==> src/rtl/cpu_pkg.sv <==
// Shared definitions for the multi-cycle CPU: memory sequencer states,
// the reset PC default and PC alignment.
package cpu_pkg;

  typedef enum logic [2:0] {
    IFETCH,
    IWAIT,
    EXEC,
    DWAIT,
    DCOMMIT,
    HALTED
  } seq_state_e;

  localparam logic [31:0] RESET_PC_DEFAULT = 32'h0000_0000;

  // Instructions are word aligned; the CPU may hand over an unaligned target.
  function automatic logic [31:0] align_pc(input logic [31:0] target);
    return target & 32'hFFFF_FFFC;
  endfunction

endpackage

==> src/rtl/mem_sequencer.sv <==
// Sequences instruction fetch and data access over one single-port synchronous
// memory; raises E whenever the CPU datapath must not commit.
module mem_sequencer
  import cpu_pkg::*;
#(
  parameter logic [31:0] RESET_PC = RESET_PC_DEFAULT
) (
  input  logic        clk,
  input  logic        rst,
  input  logic [31:0] cpu_next_pc,
  input  logic [29:0] cpu_daddr,
  input  logic [31:0] cpu_wdata,
  input  logic        cpu_we,
  input  logic        cpu_re,
  input  logic        cpu_halt,
  output logic [31:0] instr,
  output logic [31:0] pc,
  output logic [31:0] rdata,
  output logic        E,
  output logic        mem_en,
  output logic        mem_we,
  output logic [29:0] mem_addr,
  output logic [31:0] mem_wdata,
  input  logic [31:0] mem_rdata
);

  seq_state_e state;

  // NOTE: reset is synchronous, so it appears only inside the clocked branch;
  // sequential state uses non-blocking assignments so every register sees
  // pre-edge values regardless of statement order.
  always_ff @(posedge clk) begin
    if (rst) begin
      state <= IFETCH;
      pc    <= RESET_PC;
      instr <= '0;
      rdata <= '0;
    end else begin
      unique case (state)
        IFETCH: state <= IWAIT;
        IWAIT: begin
          instr <= mem_rdata;
          state <= EXEC;
        end
        EXEC: begin
          // Halt wins over any memory request; a store wins over a load.
          if (cpu_halt) begin
            state <= HALTED;
          end else if (cpu_re && !cpu_we) begin
            state <= DWAIT;
          end else begin
            pc    <= align_pc(cpu_next_pc);
            state <= IFETCH;
          end
        end
        DWAIT: begin
          rdata <= mem_rdata;
          state <= DCOMMIT;
        end
        DCOMMIT: begin
          pc    <= align_pc(cpu_next_pc);
          state <= IFETCH;
        end
        HALTED:  state <= HALTED;
        default: state <= IFETCH;
      endcase
    end
  end

  // NOTE: every output gets a default before the case, so no path can infer a latch.
  always_comb begin
    E         = 1'b1;
    mem_en    = 1'b0;
    mem_we    = 1'b0;
    mem_addr  = '0;
    mem_wdata = '0;
    if (!rst) begin
      unique case (state)
        IFETCH: begin
          mem_en   = 1'b1;
          mem_addr = pc[31:2];
        end
        EXEC: begin
          if (!cpu_halt) begin
            if (cpu_we) begin
              mem_en    = 1'b1;
              mem_we    = 1'b1;
              mem_addr  = cpu_daddr;
              mem_wdata = cpu_wdata;
              E         = 1'b0;
            end else if (cpu_re) begin
              mem_en   = 1'b1;
              mem_addr = cpu_daddr;
            end else begin
              E = 1'b0;
            end
          end
        end
        DCOMMIT: E = 1'b0;
        default: ;
      endcase
    end
  end

endmodule

==> config.mk <==
export PLATFORM = sky130hd
export DESIGN_NAME = mem_sequencer
export DESIGN_NICKNAME = d
export VERILOG_FILES = /design/src/rtl/cpu_pkg.sv /design/src/rtl/mem_sequencer.sv
export SDC_FILE = /design/constraint.sdc
export NUM_CORES = 1
export LEC_CHECK = 0
export ABC_AREA = 1
export ABC_CLOCK_PERIOD_IN_PS = 1280
export CORE_MARGIN = 1.5
export CORE_UTILIZATION = 34
export DETAILED_ROUTE_END_ITERATION = 16
export PLACE_DENSITY = 0.78
export SYNTH_ARGS = -nofsm -noshare
export SYNTH_HDL_FRONTEND = slang
export SYNTH_SLANG_ARGS = --single-unit
export TNS_END_PERCENT = 50
==> constraint.sdc <==
create_clock -name clk -period 1.28 [get_ports clk]
set_input_delay 0.256 -clock clk [delete_from_list [all_inputs] [get_ports clk]]
set_output_delay 0.256 -clock clk [all_outputs]
set_load 0.05 [all_outputs]
**Word-level counts from Yosys, hierarchy flattened**

Index checks and enable logic that the tools add are counted.

- Flip-flop bits (word level): 99
- Bits of input ports: 131
- Output and inout port bits: 161
- Word-level logic and storage cells: 44

- Eq/ne operators: 7
- Mux-type cells: 28
- Reduce and logical (&&, ||, !) cells: 5

Operators by type and width:

| operator | number |
|---|---|
| 32-bit two-way mux | 6 |
| 30-bit two-way mux | 4 |
| 32-bit one-hot mux with 2 select lines | 1 |
| 30-bit one-hot mux with 2 select lines | 1 |
| 3-bit one-hot mux with 5 select lines | 1 |
| 1-bit two-way mux | 11 |
| 3-bit by 2-bit == test with 1-bit output (second input constant) | 2 |
| 3-bit == test (second input constant) | 2 |
| 2-bit inequality test (second input constant) | 2 |
| 1-bit one-hot mux with 2 select lines | 2 |
| 3-bit by 1-bit == test with 1-bit output (second input constant) | 1 |
| 3-bit logical NOT | 1 |
| 3-bit two-way mux | 1 |
| 3-bit AND reduction | 1 |
| 2-bit two-way mux | 1 |
| 2-bit nonzero test | 1 |
| 1-bit logical AND | 1 |
| 1-bit logical NOT | 1 |

**Longest topological paths before layout**

- Depth after elaboration: 5
- Gate-level depth with buffers: 8
- Mapped depth without buffers: 7

**Least setup slack after synthesis**

No wires, ideal clock.

- Path type: reg2out
- Start: reg state[2]
- End: out mem_addr[20]
- Data arrival time: 1705 ps
- Required time: 1024 ps
- Setup slack: -681 ps
- Cell stages (with the launch flop): 7
- Buffers on the path: 1
- Cells stage by stage: dfxtp_1 inv_2 nand2_4 nor2_8 buf_2 nand3_1 a21oi_1

- Cells in the longest elaborated chain, start to end: 3
- Elaborated cells between the ends (all ways): 4
- Those cells by class: eq/ne: 1; mux: 2; reduce/logical: 1

Ends and longest elaborated chain:

| what | line | RTL |
|---|---|---|
| start, declared | mem_sequencer.sv:27 | `seq_state_e state;` |
| start signal, assigned | mem_sequencer.sv:34 | `state <= IFETCH;` |
| start signal, assigned | mem_sequencer.sv:40 | `IFETCH: state <= IWAIT;` |
| start signal, assigned | mem_sequencer.sv:43 | `state <= EXEC;` |
| 3-bit by 2-bit == test with 1-bit output or 3-bit logical NOT (tied branches) | mem_sequencer.sv:78 | `unique case (state)` |
| 30-bit one-hot mux with 2 select lines * | mem_sequencer.sv:78 |  |
| 30-bit two-way mux * | mem_sequencer.sv:77 | `if (!rst) begin` |
| end, declared | mem_sequencer.sv:22 | `output logic [29:0] mem_addr,` |

Mark *: on every way between the ends. The rest lies on a longest branch, timed or not.

**Worst setup path in the final report**

- Start: reg state[1]
- End: out mem_wdata[10]

- Cells in the longest elaborated chain, start to end: 3

Ends and longest elaborated chain:

| what | line | RTL |
|---|---|---|
| 3-bit by 2-bit == test with 1-bit output | mem_sequencer.sv:78 |  |
| 32-bit two-way mux | mem_sequencer.sv:78 |  |
| 32-bit two-way mux | mem_sequencer.sv:77 |  |
| end, declared | mem_sequencer.sv:23 | `output logic [31:0] mem_wdata,` |

No other way between the ends.

==> flow_summary.ini <==
[die]
std_cell_rows = 42
fp.coreArea_um2 = 13300
overall_die_area_um2 = 14500
initial_core_util_pct = 35.0
die_height_um = 120
num_io_pins = 292
fp.dieW_um = 120

[logic_synthesis]
count_of_flip_flops_with_a_built_in_enable_after_synthesis = 0
netlist_top_cells_count = sky130_fd_sc_hd__nor2_1 (130), sky130_fd_sc_hd__nand2_1 (98), sky130_fd_sc_hd__dfxtp_1 (97)
synth-simple-area-share_pct = 30.2
ys.warnings.count = 0
synth_adder_area_share_pct = 0
synth_top_area_cells = sky130_fd_sc_hd__dfxtp_1 (42%), sky130_fd_sc_hd__nor2_1 (10%), sky130_fd_sc_hd__nand3_1 (10%), sky130_fd_sc_hd__nand2_1 (7.9%), sky130_fd_sc_hd__a21oi_1 (7.8%)
cell_variety_after_synth = 23
post-synth-top-area-fraction_pct = 41.5
synth_most_common_cell = sky130_fd_sc_hd__nor2_1
mux_cell_area_share_after_synthesis_pct = 0
dominant_combinational_cell_family_by_area_after_synthesis = simple AND/OR/NAND/NOR gates
synth.yosys.seq_area_share_pct = 41.5
avgSynthCellArea_um2 = 6.84
synthFlopType = sky130_fd_sc_hd__dfxtp_1
postSynthRegisterBits = 97
yosys.area_share.xor_xnor_pct = 0
compound_gate_portion_of_the_synthesized_area_pct = 15.9
async_s_r_ff_share_synth_pct = 0
synth_area_leader_cell = sky130_fd_sc_hd__dfxtp_1
synthCells = 684
netlist_area_before_placement_um2 = 4680

[run_status]
failing_checks = setup timing
status = complete, but fails checks

[routing]
wl_met2_um = 12800
drt.antenna.violating_nets = 0
drt_pass1_iterations = 5
route.top_layer_used = met4
met1_length_um = 8430
drt-initial-drc-count = 357
remaining_drc_errors = 0
routed_via_density = 5.33
totalWireLength_um = 25100
detailroute.via_count = 6310
route.detailed.wl_per_inst_um = 21.2
met3WireLength_um = 2280

[cells_and_area]
fin_area_um2 = 11400
nFillCells = 623
antenna_cells = 0
finish.cell_count_without_fillers = 1184
design.final.nets = 1134
flow.area_growth_from_synthesis_pct = 143
post-route-util_pct = 85.1
post_route_cells_drive_above_1_share_pct = 41.5

[clock_network]
clock_pin_transition_on_the_worst_setup_and_hold_timing_paths_ns = 0.07
cts_htree_levels = 3
cts.root.buffer_cell = sky130_fd_sc_hd__clkbuf_16
numCtsBuffers = 9
clkSinkCount = 97
clock_latency_ns = 0.34
tritoncts = built
clockBufferDepth = 2

[global_route]
overflow = 0
grt_pass1_vias = 6395
antenna_found_initial = 0
pin_count_of_the_biggest_net_entering_global_routing = 43
grtUsageTotal_pct = 32.4
grt_pass1_wl_um = 35900

[placed_design]
place_congestion = 0.849
dp.final_hpwl_um = 16400
port_buffers = 287
placedCellCount = 1146
dpl-instance-area_um2 = 10300
placement.setup.worst_slack_ns = -0.723

[critical_path]
worstSetupStartpointType = flop
cpMaxStageDelayCell = sky130_fd_sc_hd__dfxtp_4
critical_path.cell_chain = nand2_4 -> nor2_8 -> buf_6 -> nand4_4 -> buf_12 -> nor2_4 -> buf_12
startpoint_to_endpoint_class_of_the_critical_path = reg -> out
crit_end = mem_wdata[10]
worstPathRequired_ns = 1.02
ff_to_ff_path_depth = 10
critical_path.endpoint_type = primary output
critPathMaxStageDelay_ns = 0.39
worstPathArrival_ns = 1.73
reg2reg_from = state[2]
worst-r2r-setup-slack_ns = -0.29
reg2reg_to = pc[31]
critical_path_peak_fanout = 16
worst_setup_sp = state[1]
critical-path-top-cell-by-count = sky130_fd_sc_hd__buf_12

[run]
max_cap_viol_count = 0

[power_and_ir_drop]
ir_worst_vdd_mv = 0.920
switching_part_of_the_total_pct = 39.7
internal_power_mw = 7.57
combinationalPowerShare_pct = 48.5
seq_power_share_pct = 29.7
power-per-cell-area_nw_per_um2 = 1100
power_dissipated_by_switching_net_loads_mw = 4.98
clock_power_share_pct = 21.9
leakagePower_nw = 4.45
total_power_mw = 12.6

[sta]
rsz_0062_raised_after_global_routing = yes
final-setup-viol-count = 132
final-hold-violation-count = 0
final.setup.tns_ns = -55.58
fmax_mhz = 504
setup_ws_ns = -0.703
timing.final.crit_share_pct = 155
fin_crit_ns = 1.98
report.final.slew_viol_count = 0
worst_hold_slack_ns = 0.261
skew_ns = 0.00876

[min_path]
hold_path_class = in -> reg
==> cells by family (layout without fill, tap and decap cells) <==
kind of cell / after synthesis / after routing
simple gates: 330 / 330
other cells: 1 / 2
compound gates: 130 / 130
flops: 97 / 97
buf+inv: 126 / 449
==> how the worst min path moves through the flow <==
| stage | end | startpoint | cells after the start |
|---|---|---|---|
| floorplan | rdata[0] | mem_rdata[0] | 2 |
| global placement | instr[28] | instr[28] | 2 |
| detailed placement | instr[11] | instr[11] | 2 |
| CTS | state[1] | rst | 3 |
| global route | state[1] | rst | 3 |
| finish | state[1] | rst | 3 |
==> repair_timing <==
action | CTS | global route
hold buffers | 0 | 0
resized for setup | 77 | 21
setup endpoints to repair | 128 | 157
buffers inserted | 10 | 4
cloned | 4 | 5
pin swaps | 22 | 13
==> metal layers <==
metal	global-route usage [%]	up-vias
li1	-	2813
met1	33.5	3049
met2	58.0	349
met3	10.4	99
met4	18.0	0
met5	0	-
==> registers in the layout (all words and copies together) (netlist names) <==
signal and count:
instr 32, pc 30, rdata 32, state 3
==> placed cells by master, fill, tap and decap left out, types with 2 or more instances in the layout <==
| cell type | count |
|---|---|
| sky130_fd_sc_hd__o21ai_0 | 32 |
| sky130_fd_sc_hd__nand2_1 | 90 |
| sky130_fd_sc_hd__nand2_4 | 4 |
| sky130_fd_sc_hd__inv_8 | 2 |
| sky130_fd_sc_hd__nand3_1 | 62 |
| sky130_fd_sc_hd__a21oi_4 | 31 |
| sky130_fd_sc_hd__nand3_4 | 17 |
| sky130_fd_sc_hd__buf_16 | 4 |
| sky130_fd_sc_hd__nand3_2 | 15 |
| sky130_fd_sc_hd__buf_6 | 9 |
| sky130_fd_sc_hd__dfxtp_2 | 3 |
| sky130_fd_sc_hd__nor2_2 | 15 |
| sky130_fd_sc_hd__clkdlybuf4s50_1 | 124 |
| sky130_fd_sc_hd__conb_1 | 2 |
| sky130_fd_sc_hd__a21oi_2 | 29 |
| sky130_fd_sc_hd__nor2_4 | 35 |
| sky130_fd_sc_hd__buf_12 | 178 |
| sky130_fd_sc_hd__inv_2 | 4 |
| sky130_fd_sc_hd__dfxtp_1 | 92 |
| sky130_fd_sc_hd__dlygate4sd2_1 | 3 |
| sky130_fd_sc_hd__inv_1 | 65 |
| sky130_fd_sc_hd__inv_6 | 2 |
| sky130_fd_sc_hd__nor2_1 | 81 |
| sky130_fd_sc_hd__clkinvlp_4 | 2 |
| sky130_fd_sc_hd__dfxtp_4 | 2 |
| sky130_fd_sc_hd__clkbuf_16 | 14 |
| sky130_fd_sc_hd__nand2_2 | 7 |
| sky130_fd_sc_hd__inv_4 | 2 |
| sky130_fd_sc_hd__buf_4 | 38 |
| sky130_fd_sc_hd__a21oi_1 | 38 |
==> worst max-delay path, delay by kind of cell, from the launching register on <==
| kind | cells | cell delay (ns) |
|---|---|---|
| flip-flops | 1 | 0.39 |
| AND/OR/NAND/NOR | 4 | 0.50 |
| buffers and inverters | 3 | 0.49 |
==> layout make-up <==
class | count | area [um^2] | share of cell area [%]
timing repair buffer | 361 | 5450 | 48.0
multi-input combinational | 462 | 3160 | 27.8
sequential | 97 | 1950 | 17.2
inverter | 72 | 279 | 2.46
clock buffer | 9 | 225 | 1.98
tap | 176 | 220 | 1.94
clock inverter | 7 | 72.6 | 0.639
==> power by group through the flow <==
stage	registers (mW)	logic [mW]	clock network, mW
2_1_floorplan	4.67	1.77	0
3_3_place_gp	3.74	5.44	0
3_5_place_dp	3.76	5.53	0
4_1_cts	3.70	5.82	2.78
5_1_grt	3.76	6.30	2.90
6_report	3.72	6.09	2.74
Note: power is estimated with default switching activity, not from simulation.
